**src/rtl/sync_fifo_arb_pkg.sv**
```systemverilog
// Shared types and helpers for the sync_fifo write arbiter.
// Holds the FSM state type, the requester bound and a one-hot encoder.
`ifndef DATA_WIDTH
`define DATA_WIDTH 8
`endif

package sync_fifo_arb_pkg;

    typedef enum logic {
        ARB_IDLE,
        ARB_BURST
    } arb_state_t;

    localparam int ARB_MAX_REQ = 16;
    localparam int ARB_IDX_W   = $clog2(ARB_MAX_REQ);

    // OR-reduction encoder; the input is expected to be one-hot or zero.
    function automatic logic [ARB_IDX_W-1:0] onehot2idx(
        input logic [ARB_MAX_REQ-1:0] oh
    );
        logic [ARB_IDX_W-1:0] idx;
        idx = '0;
        for (int i = 0; i < ARB_MAX_REQ; i++) begin
            if (oh[i]) begin
                idx = idx | ARB_IDX_W'(i);
            end
        end
        return idx;
    endfunction

endpackage

```
**src/rtl/sync_fifo_rr_pick.sv**
```systemverilog
// Rotating-priority picker: first set req bit after ptr, wrapping.
// Ports: req (requests), ptr (last winner), winner (index), any (|req).
module sync_fifo_rr_pick
    import sync_fifo_arb_pkg::*;
#(
    parameter int NUM_REQ = 4,
    parameter int IDX_W   = $clog2(NUM_REQ)
) (
    input  logic [NUM_REQ-1:0] req,
    input  logic [IDX_W-1:0]   ptr,
    output logic [IDX_W-1:0]   winner,
    output logic               any
);

    logic             found;
    logic [IDX_W-1:0] cand;

    // Scan ptr+1 .. ptr+NUM_REQ; ptr itself is checked last.
    always_comb begin
        winner = ptr;
        found  = 1'b0;
        cand   = '0;
        for (int i = 1; i <= NUM_REQ; i++) begin
            cand = IDX_W'((int'(ptr) + i) % NUM_REQ);
            if (!found && req[cand]) begin
                found  = 1'b1;
                winner = cand;
            end
        end
    end

    assign any = |req;

endmodule

```
**src/rtl/sync_fifo_wr_arb.sv**
```systemverilog
// Round-robin burst arbiter sharing one sync_fifo write port.
// Ports: i_clk, i_rst_n; per-requester i_req_valid/i_req_data/o_req_ready;
// FIFO side o_fifo_valid/o_fifo_data/i_fifo_ready/i_fifo_almostfull;
// status o_grant (one-hot owner) and o_busy (burst in progress).
module sync_fifo_wr_arb
    import sync_fifo_arb_pkg::*;
#(
    parameter int NUM_REQ    = 4,
    parameter int DATA_WIDTH = `DATA_WIDTH,
    parameter int MAX_BURST  = 4,
    parameter int CNT_WIDTH  = $clog2(MAX_BURST + 1)
) (
    input  logic                          i_clk,
    input  logic                          i_rst_n,
    input  logic [NUM_REQ-1:0]            i_req_valid,
    input  logic [NUM_REQ*DATA_WIDTH-1:0] i_req_data,
    output logic [NUM_REQ-1:0]            o_req_ready,
    output logic                          o_fifo_valid,
    output logic [DATA_WIDTH-1:0]         o_fifo_data,
    input  logic                          i_fifo_ready,
    input  logic                          i_fifo_almostfull,
    output logic [NUM_REQ-1:0]            o_grant,
    output logic                          o_busy
);

    localparam int IDX_W = $clog2(NUM_REQ);

    arb_state_t           state_q, state_d;
    logic [NUM_REQ-1:0]   grant_q, grant_d;
    logic [IDX_W-1:0]     ptr_q, ptr_d;
    logic [CNT_WIDTH-1:0] cnt_q, cnt_d;

    logic [IDX_W-1:0]      pick_idx;
    logic                  pick_any;
    logic                  busy;
    logic                  own_valid;
    logic                  last_beat;
    logic [DATA_WIDTH-1:0] data_mux;

    sync_fifo_rr_pick #(
        .NUM_REQ (NUM_REQ),
        .IDX_W   (IDX_W)
    ) u_pick (
        .req    (i_req_valid),
        .ptr    (ptr_q),
        .winner (pick_idx),
        .any    (pick_any)
    );

    assign busy      = (state_q == ARB_BURST);
    assign own_valid = |(grant_q & i_req_valid);
    assign last_beat = (cnt_q == CNT_WIDTH'(MAX_BURST - 1));

    // grant_q is one-hot in BURST, so an AND-OR mux selects the owner.
    always_comb begin
        data_mux = '0;
        for (int k = 0; k < NUM_REQ; k++) begin
            if (grant_q[k]) begin
                data_mux = data_mux
                         | i_req_data[k*DATA_WIDTH +: DATA_WIDTH];
            end
        end
    end

    always_comb begin
        state_d = state_q;
        grant_d = grant_q;
        ptr_d   = ptr_q;
        cnt_d   = cnt_q;
        unique case (state_q)
            ARB_IDLE: begin
                if (pick_any && !i_fifo_almostfull) begin
                    state_d           = ARB_BURST;
                    grant_d           = '0;
                    grant_d[pick_idx] = 1'b1;
                    ptr_d             = pick_idx;
                    cnt_d             = '0;
                end
            end
            ARB_BURST: begin
                // Owner dropping valid ends the burst even while stalled.
                if (!own_valid) begin
                    state_d = ARB_IDLE;
                    grant_d = '0;
                    cnt_d   = '0;
                end else if (i_fifo_ready) begin
                    if (last_beat) begin
                        state_d = ARB_IDLE;
                        grant_d = '0;
                        cnt_d   = '0;
                    end else begin
                        cnt_d = cnt_q + CNT_WIDTH'(1);
                    end
                end
            end
            default: begin
                state_d = ARB_IDLE;
                grant_d = '0;
                cnt_d   = '0;
            end
        endcase
    end

    always_ff @(posedge i_clk or negedge i_rst_n) begin
        if (!i_rst_n) begin
            state_q <= ARB_IDLE;
            grant_q <= '0;
            ptr_q   <= IDX_W'(NUM_REQ - 1);
            cnt_q   <= '0;
        end else begin
            state_q <= state_d;
            grant_q <= grant_d;
            ptr_q   <= ptr_d;
            cnt_q   <= cnt_d;
        end
    end

    assign o_busy       = busy;
    assign o_grant      = grant_q;
    assign o_fifo_valid = busy && own_valid;
    assign o_fifo_data  = busy ? data_mux : '0;
    assign o_req_ready  = busy ? (grant_q & {NUM_REQ{i_fifo_ready}})
                               : '0;

endmodule

```
**config.mk**
```make
export PLATFORM = sky130hd
export DESIGN_NAME = sync_fifo_wr_arb
export DESIGN_NICKNAME = d
export VERILOG_FILES = /design/src/rtl/sync_fifo_arb_pkg.sv /design/src/rtl/sync_fifo_rr_pick.sv /design/src/rtl/sync_fifo_wr_arb.sv
export SDC_FILE = /design/constraint.sdc
export NUM_CORES = 1
export LEC_CHECK = 0
export BUFFER_PORTS_ARGS = -buffer_cell sky130_fd_sc_hd__buf_2
export CORE_AREA = 2 2 48 50
export CTS_CLUSTER_SIZE = 10
export DETAILED_ROUTE_END_ITERATION = 7
export DIE_AREA = 0 0 50 52
export MAX_ROUTING_LAYER = met4
export PLACE_DENSITY = 0.83
export RECOVER_POWER = 50
export SYNTH_ARGS = -nofsm -noshare
export SYNTH_HDL_FRONTEND = slang
export SYNTH_SLANG_ARGS = --single-unit
```
**constraint.sdc**
```tcl
create_clock -name i_clk -period 1.55 [get_ports i_clk]
set_input_delay 0.2325 -clock i_clk [delete_from_list [all_inputs] [get_ports i_clk]]
set_output_delay 0.2325 -clock i_clk [all_outputs]
set_load 0.05 [all_outputs]
```
## Word-level counts from Yosys, hierarchy flattened

Cells that the tools add are included.

- Output and inout bits: 18
- Logic and storage cells: 78
- Bits in registers: 10
- Memories kept: 0
- Bits in writable memories: 0
- Memory bits (read-only): 0
- Input port bits: 40
- Latch bits: 0

- $add $sub $neg: 5
- Magnitude comparators: 6
- $mul: 0
- Eq/ne operators: 4
- Div/mod/pow operators: 0
- Bitwise gates (word level): 6
- Mux-type cells: 38
- Shifts and indexed selects: 0
- Reduce and logical (&&, ||, !) cells: 15

Operator list:

| kind | number |
|---|---|
| $mux W8 | 5 |
| $or A8 B8 Y8 | 3 |
| $mux W4 | 5 |
| $lt A2 B3 Y1 const B | 5 |
| $mux W1 | 12 |
| $mux W3 | 4 |
| $and A4 B4 Y4 | 2 |
| $bmux W1 S2 | 4 |
| $mux W2 | 4 |
| $pmux W4 S2 | 1 |
| $reduce_or A4 Y1 | 2 |
| $logic_and A1 B1 Y1 | 6 |
| $pmux W3 S2 | 1 |
| $add A2 B1 Y2 const B | 2 |
| $add A2 B2 Y2 const B | 2 |
| $logic_not A1 Y1 | 4 |
| $reduce_and A2 Y1 | 2 |
| $add A3 B1 Y3 const B | 1 |
| $eq A3 B2 Y1 const B | 1 |
| $ne A3 B2 Y1 const B | 1 |
| $ne A3 B3 Y1 const B | 1 |
| $reduce_and A3 Y1 | 1 |
| $demux W1 S2 | 1 |
| $ge A2 B1 Y1 const B | 1 |
| 3 further kinds | 3 |

## Longest topological paths before layout

Gate-level depths: netlist of run 1.

- Word-level depth: 19
- Gate-level depth with buffers: 5
- Depth with buffers taken out: 5

## By module

Synthesis of run 1 repeated with hierarchy kept, for this count alone.

- Cell total of the unflattened synthesis: 102
- Area total of the unflattened synthesis: 869.6 µm²

Modules (own cells, without submodules):

| module | times used | sequential area each (µm²) | area each (µm²) | cells each |
|---|---|---|---|---|
| sync_fifo_wr_arb | 1 | 252.7 | 797.0 | 88 |
| sync_fifo_rr_pick | 1 | 0.0 | 72.6 | 14 |

## Least setup slack after synthesis of run 1

OpenSTA, ideal clock, no wires.

- Path type: register to output
- Start point: register grant_q[0] (netlist: o_grant[0])
- End point: output port o_fifo_data[0]
- Path slack: -0.898 ns
- Required time: 1.317 ns
- Path buffers: 1
- Stages on the path, launching flop included: 4
- Data arrival time: 2.216 ns
- Path through: dfrtp_1 clkbuf_1 a22oi_1 a21boi_0

- Cells in the longest elaborated chain, start to end: 8

Ends and longest elaborated chain:

| element | RTL line | text |
|---|---|---|
| start: declaration | sync_fifo_wr_arb.sv:29 | `logic [NUM_REQ-1:0] grant_q, grant_d;` |
| start signal: assignment | sync_fifo_wr_arb.sv:112 | `grant_q <= grant_d;` |
| $mux W8 * | sync_fifo_wr_arb.sv:58 | `if (grant_q[k]) begin` |
| $or A8 B8 Y8 | sync_fifo_wr_arb.sv:60 | `\| i_req_data[k*DATA_WIDTH +: DATA_WIDTH];` |
| $mux W8 * | sync_fifo_wr_arb.sv:58 |  |
| $or A8 B8 Y8 | sync_fifo_wr_arb.sv:60 |  |
| $mux W8 * | sync_fifo_wr_arb.sv:58 |  |
| $or A8 B8 Y8 | sync_fifo_wr_arb.sv:60 |  |
| $mux W8 * | sync_fifo_wr_arb.sv:58 |  |
| $mux W8 * | sync_fifo_wr_arb.sv:121 | `assign o_fifo_data = busy ? data_mux : '0;` |
| end: declaration | sync_fifo_wr_arb.sv:19 | `output logic [DATA_WIDTH-1:0] o_fifo_data,` |

Mark *: on every way between the ends. The rest lies on a longest branch, timed or not.

## Final worst setup path of run 1

- Start point: register grant_q[1] (netlist: o_grant[1])
- End point: output port o_fifo_valid

- Cells in the longest elaborated chain, start to end: 3

Ends and longest elaborated chain:

| element | RTL line | text |
|---|---|---|
| $and A4 B4 Y4 | sync_fifo_wr_arb.sv:51 | `assign own_valid = \|(grant_q & i_req_valid);` |
| $reduce_or A4 Y1 | sync_fifo_wr_arb.sv:51 |  |
| $logic_and A1 B1 Y1 | sync_fifo_wr_arb.sv:120 | `assign o_fifo_valid = busy && own_valid;` |
| end: declaration | sync_fifo_wr_arb.sv:18 | `output logic o_fifo_valid,` |

No other way between the ends.

==> results of run 1 <==
==> power breakdown <==
| group | internal, mW | switching (mW) |
|---|---|---|
| clock | 0.143 | 0.109 |
| sequential | 0.388 | 0.134 |
| combinational | 0.959 | 1.32 |
==> Yosys cell counts, types with 3 or more instances <==
cell,number
clkbuf_1,5
nor2_1,4
dfrtp_1,8
inv_1,3
a22oi_1,16
a21boi_0,9
o21ai_1,3
nand2b_1,3
nand2_1,3
and3_1,4
==> area by class of cell <==
| class | count | area, sq um | area share [%] |
|---|---|---|---|
| flip-flops and latches | 10 | 259 | 17.4 |
| clock buffers | 4 | 36.3 | 2.44 |
| multi-input cells | 69 | 698 | 46.9 |
| inverters | 3 | 11.3 | 0.756 |
| repair buffers | 68 | 449 | 30.2 |
| well taps | 28 | 35.0 | 2.35 |
==> timing repair <==
| item | CTS | global route |
|---|---|---|
| hold buffers | 1 | 0 |
| setup buffers | 5 | 1 |
| pin swaps | 20 | 9 |
| hold endpoints to repair | 8 | 0 |
| gates resized for setup | 37 | 4 |
| setup endpoints to repair | 9 | 12 |
==> per-stage QoR <==
step | total power [mW] | cell area (sq um) | utilization [%] | cells
after floorplan | 1.95 | 905 | - | 88
after global placement | 2.28 | 1230 | 58.3 | 171
after detailed placement | 2.33 | 1230 | 58.3 | 171
after CTS | 2.99 | 1470 | 69.7 | 181
after global routing | 3.20 | 1490 | 70.7 | 182
final | 3.05 | 1490 | 70.7 | 182
==> worst max path at each step <==
stage | slack, ps | start | endpoint | cells after the start
after floorplan | -30 | o_grant[1] | cnt_q[2] | 5
after CTS | -10 | o_grant[3] | o_fifo_valid | 4
after global routing | -70 | o_grant[3] | o_fifo_valid | 4
final | -40 | o_grant[1] | o_fifo_valid | 4
after detailed placement | 110 | ptr_q[0] | o_grant[2] | 4
after global placement | 140 | o_grant[2] | o_fifo_data[5] | 4
==> state kept, by name (all words and copies together), names as in the netlist <==
register and count:
o_grant 4, o_busy 1, cnt_q 3, ptr_q 2
==> per-layer routing <==
metal	routed length (um)	share of wire [%]
met5	0	0
met4	31	1.1
met3	178	6.2
met2	1530	53
met1	1120	39
==> kinds of logic (layout without fill, tap and decap cells) <==
group	Yosys count	after routing	share of synthesized area [%]
compound gates	47	47	45.2
fa+ha+maj	1	1	1.56
buf+inv	9	75	4.37
flops	10	10	31.5
mux	3	3	4.06
simple gates	18	18	13.3
==> worst min-delay path, cell delays in order <==
cell and delay (ps):
buf_2 120, nor3_4 60, nor2_1 80, a21oi_1 60
==> metrics.txt, run 1 <==
status finished with violations; failing checks setup timing; Synth top area share 25.0%; CTS sink count 10; final setup margin -39.0 ps; Final Max Slew Viols 0; r2r setup slk 80 ps; WP data required 1320 ps; core area 2110 sq um; min Tclk post-route 1590 ps; Fillers 145; layout cells sized above 1 74.0%; CP max FO 2; global route overflow 0; Layout Skew 3.72 ps; antenna viol nets, final 0; Hold Path Depth 4; final hold vios 0; WL per Instance 15.7 um; Slew HR 61.0%; post-synth net total 129; Die Area 2600 sq um; first-pass GRT wire length 4.41 mm; CTS tree built; worst skew pair latency 270 ps; overall routed net length 2.85 mm; area grow syn2layout 85.6%; WHS 282 ps; final worst-path cycle share 103%; Worst-path clk slew 80 ps; top cell type by total area after synthesis dfrtp_1; PwrDens 2050 nW/um^2; Mapped Cells 88; sequential cell area fraction in the yosys report 31.5%; grt met3 use 4.02%; Worst setup SP type register; largest cells by area after synthesis dfrtp_1 25%, a22oi_1 15%, a21boi_0 8.4%, dfstp_2 6.6%, and3_1 3.1%; overall routing resource usage 22.7%; crit-path max cell delay 410 ps; Hold Crit Class in -> reg; initial core utilization 38.1%; Die Ht 52 um; met1 usage 23.3%; ys async rst share 100%; worst path cell trace a22o_2, o21ai_4, inv_2, buf_6; Setup crit end kind output pin; Core Rows 17; Max Freq 629 MHz; vias in the first global route 1032; nets 196; most frequent cells in the layout 47 x buf_2, 16 x a22oi_2, 12 x buf_6; Data arrival, critical path 1360 ps; distinct cell type count after synthesis 32; Worst R2R Start o_grant[1]; DR vias 1014; TritonCTS Buffers 3; Root Buffer clkbuf_4; Max H-tree Level 1; Clock Path Buffers 2; slowest cell on the critical path dfrtp_2; gpl congestion 0.788; Syn Area/Cell 9.11 sq um; Synth Register Bits 10; WS Path Type reg -> out; worst slew pin tran 586 ps; drt drc 0; initial antenna violation count 0; GR Layer Usage met2 43.6%; GR peak layer met2; Worst R2R End cnt_q[0]; Post-synth EDFFs 0; drt first pass iters 4; pin count of the biggest net entering global routing 15; RSZ-0062 raised after global routing true; yosys warns 0; VDD IR-drop max 1.18 mV; cells on worst reg2reg path 5; Top FF cell, synth dfrtp_1; max_cap viols 0; # setup viols final 1; Leak 0.665 nW; DP HPWL 2.03 mm; post-DR vias/cell 5.57; setup_tns -39.0 ps; Worst Hold End ptr_q[0]; synthesized cell area 802 sq um; n_diodes 0; Place WS 107 ps; commonest non-fill, non-tap cell in the layout buf_2; Worst Path Buf+Inv 2; crit-path leading delay family compound AO/OA/AOI/OAI gates; Die W 50 um; DR iter-0 viols 15; Ports 58; hold_sp i_fifo_almostfull; I/O Buffers 57
Note: power is estimated with default switching activity, not from simulation.
==> inputs of run 2 (changes only) <==
- TNS_END_PERCENT: unset -> 10
==> run 2 against run 1 <==
Compared with the run above: the run still ends with setup timing left; register-to-register slack is essentially flat; core utilization grew 0.24 points; power shrank 1.1%; largest cell class unchanged; largest power group unchanged.
==> metrics.txt, run 2 (synthesized netlist as in run 1, its figures left out) <==
Layout Skew 13.0 ps; CP max FO 11; PwrDens 2020 nW/um^2; clock network power share 6.2%; WS Path Type reg -> out; DP HPWL 1.95 mm; min Tclk post-route 1590 ps; Final Max Slew Viols 0; final instance area 1490 sq um; first-pass GRT wire length 4.60 mm; Fillers 153; final setup margin -39.5 ps; VDD IR-drop max 1.06 mV; Root Buffer clkbuf_4; nets 197; Max H-tree Level 1; Leak 0.662 nW; crit-path max cell delay 430 ps; area grow syn2layout 86.3%; RSZ-0062 raised after global routing true; I/O Buffers 57; most frequent cells in the layout 42 x buf_2, 16 x a22oi_2, 12 x buf_6; initial core utilization 38.1%; worst skew pair latency 270 ps; Int Power 1.47 mW; Psw 1.55 mW; commonest non-fill, non-tap cell in the layout buf_2; Die Area 2600 sq um; CTS tree built; initial antenna violation count 0; failing checks setup timing; post-DR vias/cell 5.52; Placed Instance Area 1230 sq um; Max Freq 629 MHz; global route overflow 0; max reg flops 4; gpl congestion 0.852; WP data required 1320 ps; pin count of the biggest net entering global routing 17; fin util 70.9%; Worst-path clk slew 70 ps; DR vias 1011; switch share 51.2%; layout cells sized above 1 72.3%; drt drc 0; DR iter-0 viols 18; TritonCTS Buffers 3; vias in the first global route 976; Hold Crit Class in -> reg; Worst setup SP type register; overall routed net length 2.96 mm; Seq pwr share 18.4%; Place WS 148 ps; fin cells 183; worst path cell trace buf_12, a22oi_2, a21boi_4, buf_6; drt first pass iters 4; Data arrival, critical path 1360 ps; slowest cell on the critical path dfrtp_2; CTS sink count 10; WL per Instance 16.1 um; Setup crit end kind output pin; worst slew pin tran 539 ps; Design Power 3.02 mW; core area 2110 sq um; final hold vios 0; Comb power frac 75.5%; overall routing resource usage 24.3%; status finished with violations; dpl cells 172; Core Rows 17; antenna viol nets, final 0; Clock Path Buffers 2; n_diodes 0; final worst-path cycle share 103%; # setup viols final 3; Die Ht 52 um; Slew HR 64.0%; Die W 50 um; Ports 58; max_cap viols 0
## run 2: critical path, delay by kind of cell (launching register included)
| family | cells | cell delay (ps) |
|---|---|---|
| AOI/OAI and AO/OA | 2 | 350 |
| buffers and inverters | 2 | 310 |
| DFF | 1 | 430 |
## run 2: what timing repair did
item                                   4_1_cts  5_1_grt
setup endpoints to repair                    9       13
hold buffers                                 1        0
gates resized for setup                     36        9
endpoints found under the hold margin        8        0
pin swaps                                    6       11
setup buffers                                4        2
## run 2: per-layer routing
layer  global-route usage [%]  vias up  wire length, um
met3                     5.17        4              217
met4                     1.39        0               34
li1                         -      484                -
met5                        -        -                0
met2                     47.6       53             1600
met1                     26.2      470             1110
## run 2: path summary, 6_finish.rpt
check                                        from             end  slack, ps  cells past startpoint
worst min register to register           cnt_q[1]        cnt_q[1]        510                      1
worst min-delay path            i_fifo_almostfull        ptr_q[0]        270                      4
min in group asynchronous                 i_rst_n      o_grant[2]        450                      2
worst max register to register         o_grant[1]        cnt_q[0]         80                      5
max in group asynchronous                 i_rst_n      o_grant[3]        710                      2
worst max-delay path                   o_grant[2]  o_fifo_data[2]        -40                      4
## run 2: power groups by stage
stage | sequential [mW] | clock (mW) | combinational, mW
floorplan | 0.672 | 0 | 1.26
global placement | 0.536 | 0 | 1.77
detailed placement | 0.549 | 0 | 1.80
CTS | 0.543 | 0.192 | 2.18
global route | 0.572 | 0.203 | 2.40
finish | 0.555 | 0.186 | 2.28
## run 2: stage by stage
step | TNS (ps) | hold slack [ps]
4_1_cts | -56.5 | 267
5_1_grt | -345 | 288
3_3_place_gp | 0 | 101
6_report | -59.0 | 272
2_1_floorplan | -341 | -63.1
3_5_place_dp | 0 | 104
## run 2: cell type report
type | count | area, sq um | area share (%)
Clock buffer | 4 | 26.3 | 1.76
Inverter | 3 | 11.3 | 0.754
Multi-Input combinational cell | 69 | 686 | 45.9
Sequential cell | 10 | 259 | 17.3
Tap cell | 28 | 35.0 | 2.35
Timing Repair Buffer | 69 | 477 | 31.9
==> inputs of run 3 (changes only) <==
- CORE_AREA: 2 2 48 50 -> 2 2 51 53
- DIE_AREA: 0 0 50 52 -> 0 0 53 55
- PLACE_DENSITY: 0.83 -> 0.78
- clock period: 1.55 -> 1.3 ns (I/O delays scaled with it)
==> run 3 against run 2 <==
Compared with the run above: the flow still finishes with violations (setup timing); worst hold slack better by 8.9 ps; sequential power is 14% higher; clock power is 48% higher; register-to-register slack worse by 230 ps; die area is 12% higher; via count is 0.49% higher; power is 20% higher; count of clock-buffer cells in the layout stayed put; critical path type unchanged.
==> metrics.txt, run 3 (synthesized netlist as in run 1, its figures left out) <==
first-pass GRT wire length 3.96 mm; drt drc 0; Worst setup SP type register; Place WS -121 ps; max_cap viols 0; WS Path Type reg -> out; PwrDens 2360 nW/um^2; Leak 0.676 nW; Setup crit end kind output pin; initial antenna violation count 0; Root Buffer clkbuf_4; CP max FO 2; final hold vios 0; Max H-tree Level 1; DR vias 1016; worst skew pair latency 260 ps; fin cells 186; overall routed net length 2.74 mm; Placed Instance Area 1290 sq um; VDD IR-drop max 1.87 mV; Worst Path Buf+Inv 2; n_diodes 0; CTS tree built; DR iter-0 viols 11; most frequent cells in the layout 38 x buf_2, 16 x a22oi_2, 15 x buf_4; # setup viols final 20; CTS sink count 10; worst path cell trace a22o_4, o21ai_4, clkinvlp_4, buf_6; Worst-path clk slew 70 ps; final instance area 1540 sq um; max reg flops 4; gpl congestion 0.772; crit-path leading delay family compound AO/OA/AOI/OAI gates; initial core utilization 33.9%; area grow syn2layout 91.6%; slowest cell on the critical path dfrtp_2; status finished with violations; Clock Path Buffers 2; final setup margin -268 ps; overall routing resource usage 18.9%; pin count of the biggest net entering global routing 17; min Tclk post-route 1570 ps; post-DR vias/cell 5.46; dpl cells 180; Core Rows 18; Ports 58; core area 2360 sq um; Layout Skew 0.180 ps; Data arrival, critical path 1370 ps; setup_tns -2800 ps; WP data required 1110 ps; Die Ht 55 um; crit-path max cell delay 400 ps; Die W 53 um; final worst-path cycle share 121%; vias in the first global route 947; global route overflow 0; layout cells sized above 1 75.0%; Die Area 2920 sq um; RSZ-0062 raised after global routing true; I/O Buffers 57; drt first pass iters 4; worst slew pin tran 521 ps; antenna viol nets, final 0; Max Freq 638 MHz; TritonCTS Buffers 3; WL per Instance 14.7 um; Fillers 167; Final Max Slew Viols 0; nets 198; DP HPWL 1.99 mm; failing checks setup timing; Slew HR 65.3%; commonest non-fill, non-tap cell in the layout buf_2; WHS 281 ps; Hold Crit Class in -> reg
==> run 3: cell count changes in the layout (fill, tap and decap cells not counted), sizes merged <==
cell and delta:
clkbuf -2, buf +3, inv -1, clkinvlp +1
==> run 3: per-layer routing <==
metal	up-vias	global-route usage, %	share of wire [%]
met4	0	3.85	0.18
met2	56	36.5	50
met1	476	21.2	40
li1	482	-	-
met5	-	-	0
met3	2	1.88	10
==> run 3: tightest hold or removal path: stages <==
cell      delay [ps]
buf_2            150
nand2_1           60
nand2_1           50
a21boi_1          50
==> run 3: area by class of cell <==
class | instances | area [sq um] | area share [%]
clock buffer | 4 | 36.3 | 2.36
inverter | 3 | 15.0 | 0.977
multi-input combinational | 69 | 711 | 46.3
sequential | 10 | 259 | 16.9
tap | 30 | 37.5 | 2.44
timing repair buffer | 70 | 478 | 31.1
==> run 3: final timing paths <==
kind,startpoint,to,slack (ps),depth (start not counted)
setup / recovery,o_grant[1],o_fifo_valid,-270,4
hold / removal,i_fifo_ready,cnt_q[2],280,4
setup reg to reg,o_grant[1],cnt_q[0],-150,5
hold reg to reg,cnt_q[1],cnt_q[1],520,1
max in group asynchronous,i_rst_n,o_grant[0],510,2
min in group asynchronous,i_rst_n,cnt_q[0],420,2
==> run 3: metrics by stage <==
step | util [%] | total power [mW]
2_1_floorplan | - | 2.36
3_3_place_gp | 54.6 | 2.86
3_5_place_dp | 54.6 | 2.92
4_1_cts | 63.1 | 3.53
5_1_grt | 65.0 | 3.82
6_report | 65.0 | 3.63
==> run 3: repair_timing <==
| item | in CTS | in global routing |
|---|---|---|
| endpoints found under the setup margin | 21 | 25 |
| pin swaps | 4 | 6 |
| endpoints found under the hold margin | 8 | 0 |
| hold buffers | 1 | 0 |
| setup buffers | 1 | 0 |
| gates resized for setup | 39 | 13 |
==> run 3: power by group <==
| part | switching, mW | internal (mW) | leakage (nW) | total, mW |
|---|---|---|---|---|
| sequential | 0.172 | 0.461 | 0.122 | 0.633 |
| clock | 0.107 | 0.170 | 0.0210 | 0.276 |
| combinational | 1.56 | 1.15 | 0.533 | 2.72 |
| total | 1.84 | 1.78 | 0.676 | 3.63 |
